### src/rtl/blink_word_loader.sv
// Word-serial host front-end for the Blink-128/128 iterative core.
// Collects a framed word stream (header, optional round-key block, tweak,
// data) into the core's wide inputs, waits CORE_LAT cycles for the core,
// then returns the captured ciphertext as N/W words with m_last marking the end.
module blink_word_loader #(
    parameter int unsigned N         = 128,
    parameter int unsigned TWEAK_LEN = 128,
    parameter int unsigned ROUND     = 16,
    parameter int unsigned W         = 32,
    parameter int unsigned CORE_LAT  = 16
) (
    input  logic                   clk,
    input  logic                   rst,
    input  logic                   s_valid,
    output logic                   s_ready,
    input  logic [W-1:0]           s_data,
    output logic                   m_valid,
    input  logic                   m_ready,
    output logic [W-1:0]           m_data,
    output logic                   m_last,
    output logic                   busy,
    output logic                   err,
    output logic                   core_enc,
    output logic [N*ROUND/2-1:0]   core_K0,
    output logic [TWEAK_LEN-1:0]   core_T,
    output logic [N-1:0]           core_P,
    input  logic [N-1:0]           core_C
);

    localparam int unsigned KB   = N * ROUND / 2;
    localparam int unsigned KW   = KB / W;
    localparam int unsigned TW   = TWEAK_LEN / W;
    localparam int unsigned DW   = N / W;
    localparam int unsigned MAXW = (KW > TW) ? ((KW > DW) ? KW : DW)
                                             : ((TW > DW) ? TW : DW);
    localparam int unsigned CW   = (MAXW > 1) ? $clog2(MAXW) : 1;
    localparam int unsigned LW   = (CORE_LAT > 1) ? $clog2(CORE_LAT) : 1;
    localparam int unsigned OW   = (DW > 1) ? $clog2(DW) : 1;

    typedef enum logic [2:0] {
        S_IDLE,
        S_KEY,
        S_TWEAK,
        S_DATA,
        S_WAIT,
        S_OUT
    } state_t;

    state_t          r_state;
    logic [CW-1:0]   r_cnt;
    logic [LW-1:0]   r_wait;
    logic [OW-1:0]   r_oidx;
    logic [N-1:0]    r_out;
    logic            r_key_loaded;
    logic            r_err;
    logic            r_enc;
    logic [KB-1:0]   r_K0;
    logic [TWEAK_LEN-1:0] r_T;
    logic [N-1:0]    r_P;
    logic            w_s_fire;
    logic            w_m_fire;

    assign s_ready  = (r_state == S_IDLE) || (r_state == S_KEY) ||
                      (r_state == S_TWEAK) || (r_state == S_DATA);
    assign m_valid  = (r_state == S_OUT);
    assign busy     = (r_state != S_IDLE);
    assign m_data   = r_out[W*r_oidx +: W];
    assign m_last   = (r_state == S_OUT) && (r_oidx == OW'(DW - 1));
    assign err      = r_err;
    assign core_enc = r_enc;
    assign core_K0  = r_K0;
    assign core_T   = r_T;
    assign core_P   = r_P;
    assign w_s_fire = s_valid && s_ready;
    assign w_m_fire = m_valid && m_ready;

    // Frame sequencer: word capture into core inputs, core wait, result drain.
    always_ff @(posedge clk or negedge rst) begin
        if (!rst) begin
            r_state      <= S_IDLE;
            r_cnt        <= '0;
            r_wait       <= '0;
            r_oidx       <= '0;
            r_out        <= '0;
            r_key_loaded <= 1'b0;
            r_err        <= 1'b0;
            r_enc        <= 1'b0;
            r_K0         <= '0;
            r_T          <= '0;
            r_P          <= '0;
        end else begin
            r_err <= 1'b0;
            case (r_state)
                S_IDLE: begin
                    if (w_s_fire) begin
                        r_enc <= s_data[0];
                        r_cnt <= '0;
                        if (s_data[1]) begin
                            r_state <= S_KEY;
                        end else begin
                            // Missing key is flagged but the frame proceeds with the all-zero key.
                            if (!r_key_loaded) r_err <= 1'b1;
                            r_state <= S_TWEAK;
                        end
                    end
                end
                S_KEY: begin
                    if (w_s_fire) begin
                        r_K0[W*r_cnt +: W] <= s_data;
                        if (r_cnt == CW'(KW - 1)) begin
                            r_cnt        <= '0;
                            r_key_loaded <= 1'b1;
                            r_state      <= S_TWEAK;
                        end else begin
                            r_cnt <= r_cnt + 1'b1;
                        end
                    end
                end
                S_TWEAK: begin
                    if (w_s_fire) begin
                        r_T[W*r_cnt +: W] <= s_data;
                        if (r_cnt == CW'(TW - 1)) begin
                            r_cnt   <= '0;
                            r_state <= S_DATA;
                        end else begin
                            r_cnt <= r_cnt + 1'b1;
                        end
                    end
                end
                S_DATA: begin
                    if (w_s_fire) begin
                        r_P[W*r_cnt +: W] <= s_data;
                        if (r_cnt == CW'(DW - 1)) begin
                            r_cnt   <= '0;
                            r_wait  <= LW'(CORE_LAT - 1);
                            r_state <= S_WAIT;
                        end else begin
                            r_cnt <= r_cnt + 1'b1;
                        end
                    end
                end
                S_WAIT: begin
                    if (r_wait == '0) begin
                        r_out   <= core_C;
                        r_oidx  <= '0;
                        r_state <= S_OUT;
                    end else begin
                        r_wait <= r_wait - 1'b1;
                    end
                end
                S_OUT: begin
                    if (w_m_fire) begin
                        if (r_oidx == OW'(DW - 1)) begin
                            r_oidx  <= '0;
                            r_state <= S_IDLE;
                        end else begin
                            r_oidx <= r_oidx + 1'b1;
                        end
                    end
                end
                default: r_state <= S_IDLE;
            endcase
        end
    end

endmodule

### config.mk
export PLATFORM = sky130hd
export DESIGN_NAME = blink_word_loader
export DESIGN_NICKNAME = d
export VERILOG_FILES = /design/src/rtl/blink_word_loader.sv
export SDC_FILE = /design/constraint.sdc
export NUM_CORES = 2
export LEC_CHECK = 0
export CORE_AREA = 2 2 575 577
export CTS_CLUSTER_DIAMETER = 40
export DETAILED_ROUTE_END_ITERATION = 6
export DIE_AREA = 0 0 577 579
export HOLD_SLACK_MARGIN = 0.05
export PLACE_DENSITY_LB_ADDON = 0.15
export SLEW_MARGIN = 10
export SYNTH_ARGS = -nofsm -noshare
export SYNTH_HDL_FRONTEND = slang
export SYNTH_SLANG_ARGS = --single-unit
### constraint.sdc
create_clock -name clk -period 4.7 [get_ports clk]
set_input_delay 0.47 -clock clk [delete_from_list [all_inputs] [get_ports clk]]
set_output_delay 0.47 -clock clk [all_outputs]
set_load 0.05 [all_outputs]
======== Word level (Yosys, flattened, before mapping) ========
Cells that the tools add are included.
word-level totals
  logic and storage cells ................. 96
  flip-flop bits (word level) ............. 1425
  output and inout port bits .............. 1318
  input port bits ......................... 164
operators by class
  reduce and logical (&&, ||, !) cells .... 23
  equal/unequal tests ..................... 20
  mux-type cells .......................... 33
  shift-type cells ........................ 5
  add/subtract/negate cells ............... 4
operators with widths
  operator                                                                     number
  1024-bit bitwise mux                                                         1
  32-bit by 34-bit variable shift with 1024-bit output (first input constant)  1
  32-bit by 34-bit indexed part select with 1024-bit output                    1
  128-bit bitwise mux                                                          2
  32-bit by 34-bit variable shift with 128-bit output (first input constant)   1
  128-bit by 8-bit indexed part select with 32-bit output                      1
  32-bit by 34-bit indexed part select with 128-bit output                     1
  10-bit negator with 34-bit output                                            1
  3-bit 2-to-1 mux                                                             10
  5-bit 2-to-1 mux                                                             5
  3-bit case mux with 6 select lines                                           1
  5-bit case mux with 3 select lines                                           1
  4-bit 2-to-1 mux                                                             3
  2-bit by 1-bit inequality test with 1-bit output (second input constant)     6
  2-bit inequality test (second input constant)                                6
  10-bit AND reduction                                                         1
  2-bit AND reduction                                                          5
  2-bit 2-to-1 mux                                                             4
  4-bit case mux with 2 select lines                                           1
  4-bit AND reduction                                                          2
  3-bit by 2-bit == test with 1-bit output (second input constant)             2
  3-bit == test (second input constant)                                        2
  3-bit AND reduction                                                          2
  3-bit nonzero test                                                           2
  other kinds (15)                                                             23

======== Longest topological paths before layout ========
  word-level depth ........................ 7
  mapped depth ............................ 13
  depth with buffers taken out ............ 8

======== Worst setup path after synthesis ========
No wires, ideal clock.
  path type ............................... register -> register
  from .................................... register r_cnt[0]
  to ...................................... register r_P[34], in the netlist core_P[34]
  period minus slack after synthesis ...... 3.475 ns
  cell stages (with the launch flop) ...... 13
  arrival ................................. 3.350 ns
  path slack .............................. 1.225 ns
  path buffers ............................ 4
  path through ............................ dfrtp_1 -> clkbuf_1 -> inv_1 -> ha_1 -> buf_2 -> nor3b_1 -> ha_1 -> buf_1 -> nand2_1 -> or3_1 -> nor2_1 -> clkbuf_1 -> mux2_2
between the ends
  cells in the longest elaborated chain, start to end .. 3
RTL lines
  what                                                                                                                                    line  source
  start: declaration                                                                                                                      50    logic [CW-1:0] r_cnt;
  start signal: assignment                                                                                                                115   r_cnt <= r_cnt + 1'b1;
  start signal: assignment                                                                                                                126   r_cnt <= r_cnt + 1'b1;
  start signal: assignment                                                                                                                138   r_cnt <= r_cnt + 1'b1;
  10-bit negator with 34-bit output *                                                                                                     132   r_P[W*r_cnt +: W] <= s_data;
  32-bit by 34-bit indexed part select with 128-bit output / 32-bit by 34-bit variable shift with 128-bit output (equally long branches)  132
  128-bit bitwise mux *                                                                                                                   132
  end signal: indexed assignment                                                                                                          132
  end: declaration                                                                                                                        59    logic [N-1:0] r_P;
Every way passes the cells marked *; elsewhere a longest branch is shown, timed or not.
A chain may end at the register's enable or synchronous reset.

======== Worst setup path after layout ========
  from .................................... register r_oidx[0]
  to ...................................... output m_data[23]
between the ends
  cells in the longest elaborated chain, start to end .. 1
RTL lines
  what                                                     line  source
  start: declaration                                       52    logic [OW-1:0] r_oidx;
  start signal: assignment                                 157   r_oidx <= r_oidx + 1'b1;
  128-bit by 8-bit indexed part select with 32-bit output  67    assign m_data = r_out[W*r_oidx +: W];
  end: declaration                                         19    output logic [W-1:0] m_data,
Every way passes these cells.

==> impl_results.md <==
- Outcome: finished clean
- Final setup margin: 0.790 ns
- CTS max path bufs: 4
- H-tree levels: 5
- CP Buf/Inv Count: 2
- Critical path start-end classification: reg2out
- Slew Limit Fails: 0
- Synth cell types: 62
- CP max-delay cell: dfrtp_2
- Inst Count DP: 9709
- Pwr/cell area: 617 mW/mm^2
- P&R area growth vs syn: 57.2%
- Yosys reg bits: 1425
- CTS root buffer: clkbuf_16
- Ys Warns: 0
- Worst min path class: in2reg
- CTS resizes: 0
- Via count: 41900
- Ys async rst share: 100%
- Die area: 0.334 sq mm
- Mapped Nets: 4206
- Iteration count of the initial detailed-routing pass: 5
- RSZ-0062 raised after global routing: no
- # Post-CTS Setup Buffers: 0
- Mapped Area: 0.0571 sq mm
- Avg WL per Cell: 31.8 um
- Critical path peak fanout: 19
- Top post-synthesis cells by area: dfrtp_1, mux2_2, o21ai_0, mux2_4, nand2_1
- Met2 GRT Util: 32.4%
- Via/cell ratio: 4.04
- Dpl ws: 0.911 ns
- GRT met1 Usage: 21.8%
- Ys flop type: dfrtp_1
- Hold Violations, Final: 0
- Final nets: 5860
- Worst EP arrival: 3.44 ns
- Setup violators final: 0
- Worst Path Required: 4.23 ns
- Final cell count without fillers: 10400
- GP Congestion: 0.795
- Total CTS buffers: 342
- Crit path largest cell delay: 0.83 ns
- Core region area: 0.329 sq mm
- Worst skew pair latency: 0.93 ns
- Grt peak-use layer: met2
- FF-to-FF path depth: 8
- IO buf count: 1481
- Final period util: 83.2%
- Family with the most delay on the worst path: buffers and inverters
- Worst Setup End Kind: output port
- Hold Buf Count CTS: 2
- CP Cell Sequence: buf_12, mux4_2, clkdlybuf4s50_1
- Initial Util: 17.4%
- Slew headroom: 17.7%
- CTS tree: yes
- Clk sink count: 1425
- Vias in the first global route: 44700
- Final wirelength: 330 mm
- Max frequency: 256 MHz
- Leading area contributor after synthesis: dfrtp_1
- Post-synth EDFFs: 0
- # Max-Cap Violations: 0
- Peak VDD IR: 0.000395 V
- Die width: 577 um
- Hpwl dp: 237 mm
- Met3 Usage GRT: 7.67%
- Post-synth top area share: 62.5%
- Iter 0 DRT Violations: 2046
- Row count: 211
- Initial antenna violation count: 74
- Remaining DRCs: 0
- Setup TNS: 0 ns
- Mapped Avg Cell Area: 14.1 sq um
- Worst-Margin Slew: 1.23 ns
- Antenna-violating nets left: 0
- Static leakage: 40.3 nW
- Clk_skew: 0.0447 ns
- Hold slack: 0.165 ns
- Sequential element share of the synthesized area: 62.5%
- First-pass GRT wire length: 432 mm
- GRT Total Usage: 19.2%
- Largest net degree at the start of global routing: 121
- CP startpoint kind: flop
- Die Y: 579 um
- Reg clk slew, reported paths: 0.04 ns
- Hold-critical path depth: 2
- Crit path depth: 3
- Grt ovf: 0
- Cells after synthesis: 4035
- IO Pins: 1482
- Fin crit period: 3.91 ns
- Layout cells sized above 1: 33.0%
## flip-flops by register name, summed over array words and instances (netlist names)
name          cells
core_K0        1024
core_P          128
core_T          128
core_enc          1
err               1
r_cnt             5
r_key_loaded      1
r_oidx            2
r_out           128
r_state           3
r_wait            4
## worst paths after layout
kind	startpoint	endpoint	slack, ns
setup / recovery	r_oidx[0]	m_data[23]	0.79
hold / removal	core_C[115]	r_out[115]	0.16
setup reg to reg	r_cnt[1]	core_K0[543]	0.99
hold reg to reg	core_K0[495]	core_K0[495]	0.48
max in group asynchronous	rst	core_K0[758]	2.90
min in group asynchronous	rst	core_K0[857]	0.19
## cell families after synthesis
kind of cell	count (synthesis)	share of synthesized area, %
and+or+nand+nor	673	6.12
xor gates and xnor gates	4	0.0746
buffers and inverters	319	2.61
adders and majority gates	7	0.153
AOI/OAI and AO/OA	420	4.11
DFF	1425	62.5
muxes	1187	24.4
## cells in the final DEF (no fill, tap or decap), types with 7 or more instances in the layout
cell type        count
nor3_1              15
nand4_1              8
clkdlybuf4s50_1   1449
nand3_1              8
mux2_2            1052
inv_6                9
clkinvlp_4          27
buf_12              14
clkbuf_1            42
clkbuf_8            59
inv_1               11
nand2_1            220
clkbuf_16          343
and2_1             106
o21ai_0            327
nor4_1              31
o31ai_1             34
nor2_1             103
mux2_4              60
bufinv_16           50
buf_2               27
or3_2                7
and3_1              39
clkinv_16           14
nor2b_1             33
mux4_2              32
nor3b_1             32
nor4_4               9
clkinv_4            11
mux2_1              43
buf_4              124
dfrtp_1           1423
nor3_2               8
diode_2             39
a21o_1              33
clkinv_2            67
## cell usage after synthesis (all sizes together), types with 2 or more instances
cell,n
a211oi,2
a21o,33
a21oi,2
a31oi,4
and2,107
and3,39
buf,117
clkbuf,190
dfrtp,1425
ha,7
inv,12
mux2,1155
mux4,32
nand2,227
nand2b,7
nand3,14
nand3b,3
nand4,8
nor2,106
nor2b,33
nor3,24
nor3b,32
nor4,41
nor4b,2
o2111ai,2
o21ai,329
o22ai,2
o2bb2ai,2
o31ai,35
o32a,2
or2,2
or3,11
or3b,2
or4,7
or4b,3
xnor2,2
xor2,2
## metal layers
layer / share of wire (%) / vias up / wire (um)
li1: - / 17700 / -
met3: 9.6 / 455 / 31800
met4: 3.6 / 24 / 12000
met2: 48 / 1786 / 160000
met5: 0.045 / - / 149
met1: 38 / 21900 / 126000
## per-stage QoR
stage / total power, mW / utilization [%] / instance area [sq um]
2_1_floorplan: 22.7 / - / 57100
3_3_place_gp: 30.5 / 23.5 / 77300
3_5_place_dp: 30.5 / 23.5 / 77300
4_1_cts: 56.3 / 27.3 / 89600
5_1_grt: 57.4 / 27.3 / 89600
6_report: 55.3 / 27.3 / 89700
## power breakdown
group          internal [mW]  switching, mW
sequential              13.6          0.860
clock                   17.1           8.21
combinational           4.12           11.4
## final cells by class
type | instances | area (sq um)
antenna | 39 | 97.6
clock buffer | 444 | 9550
clock inverter | 185 | 2770
fill | 34000 | 239000
inverter | 12 | 45.0
multi-input combinational | 2291 | 20200
sequential | 1425 | 35700
tap | 4366 | 5460
timing repair buffer | 1617 | 15900
Note: power is estimated with default switching activity, not from simulation.
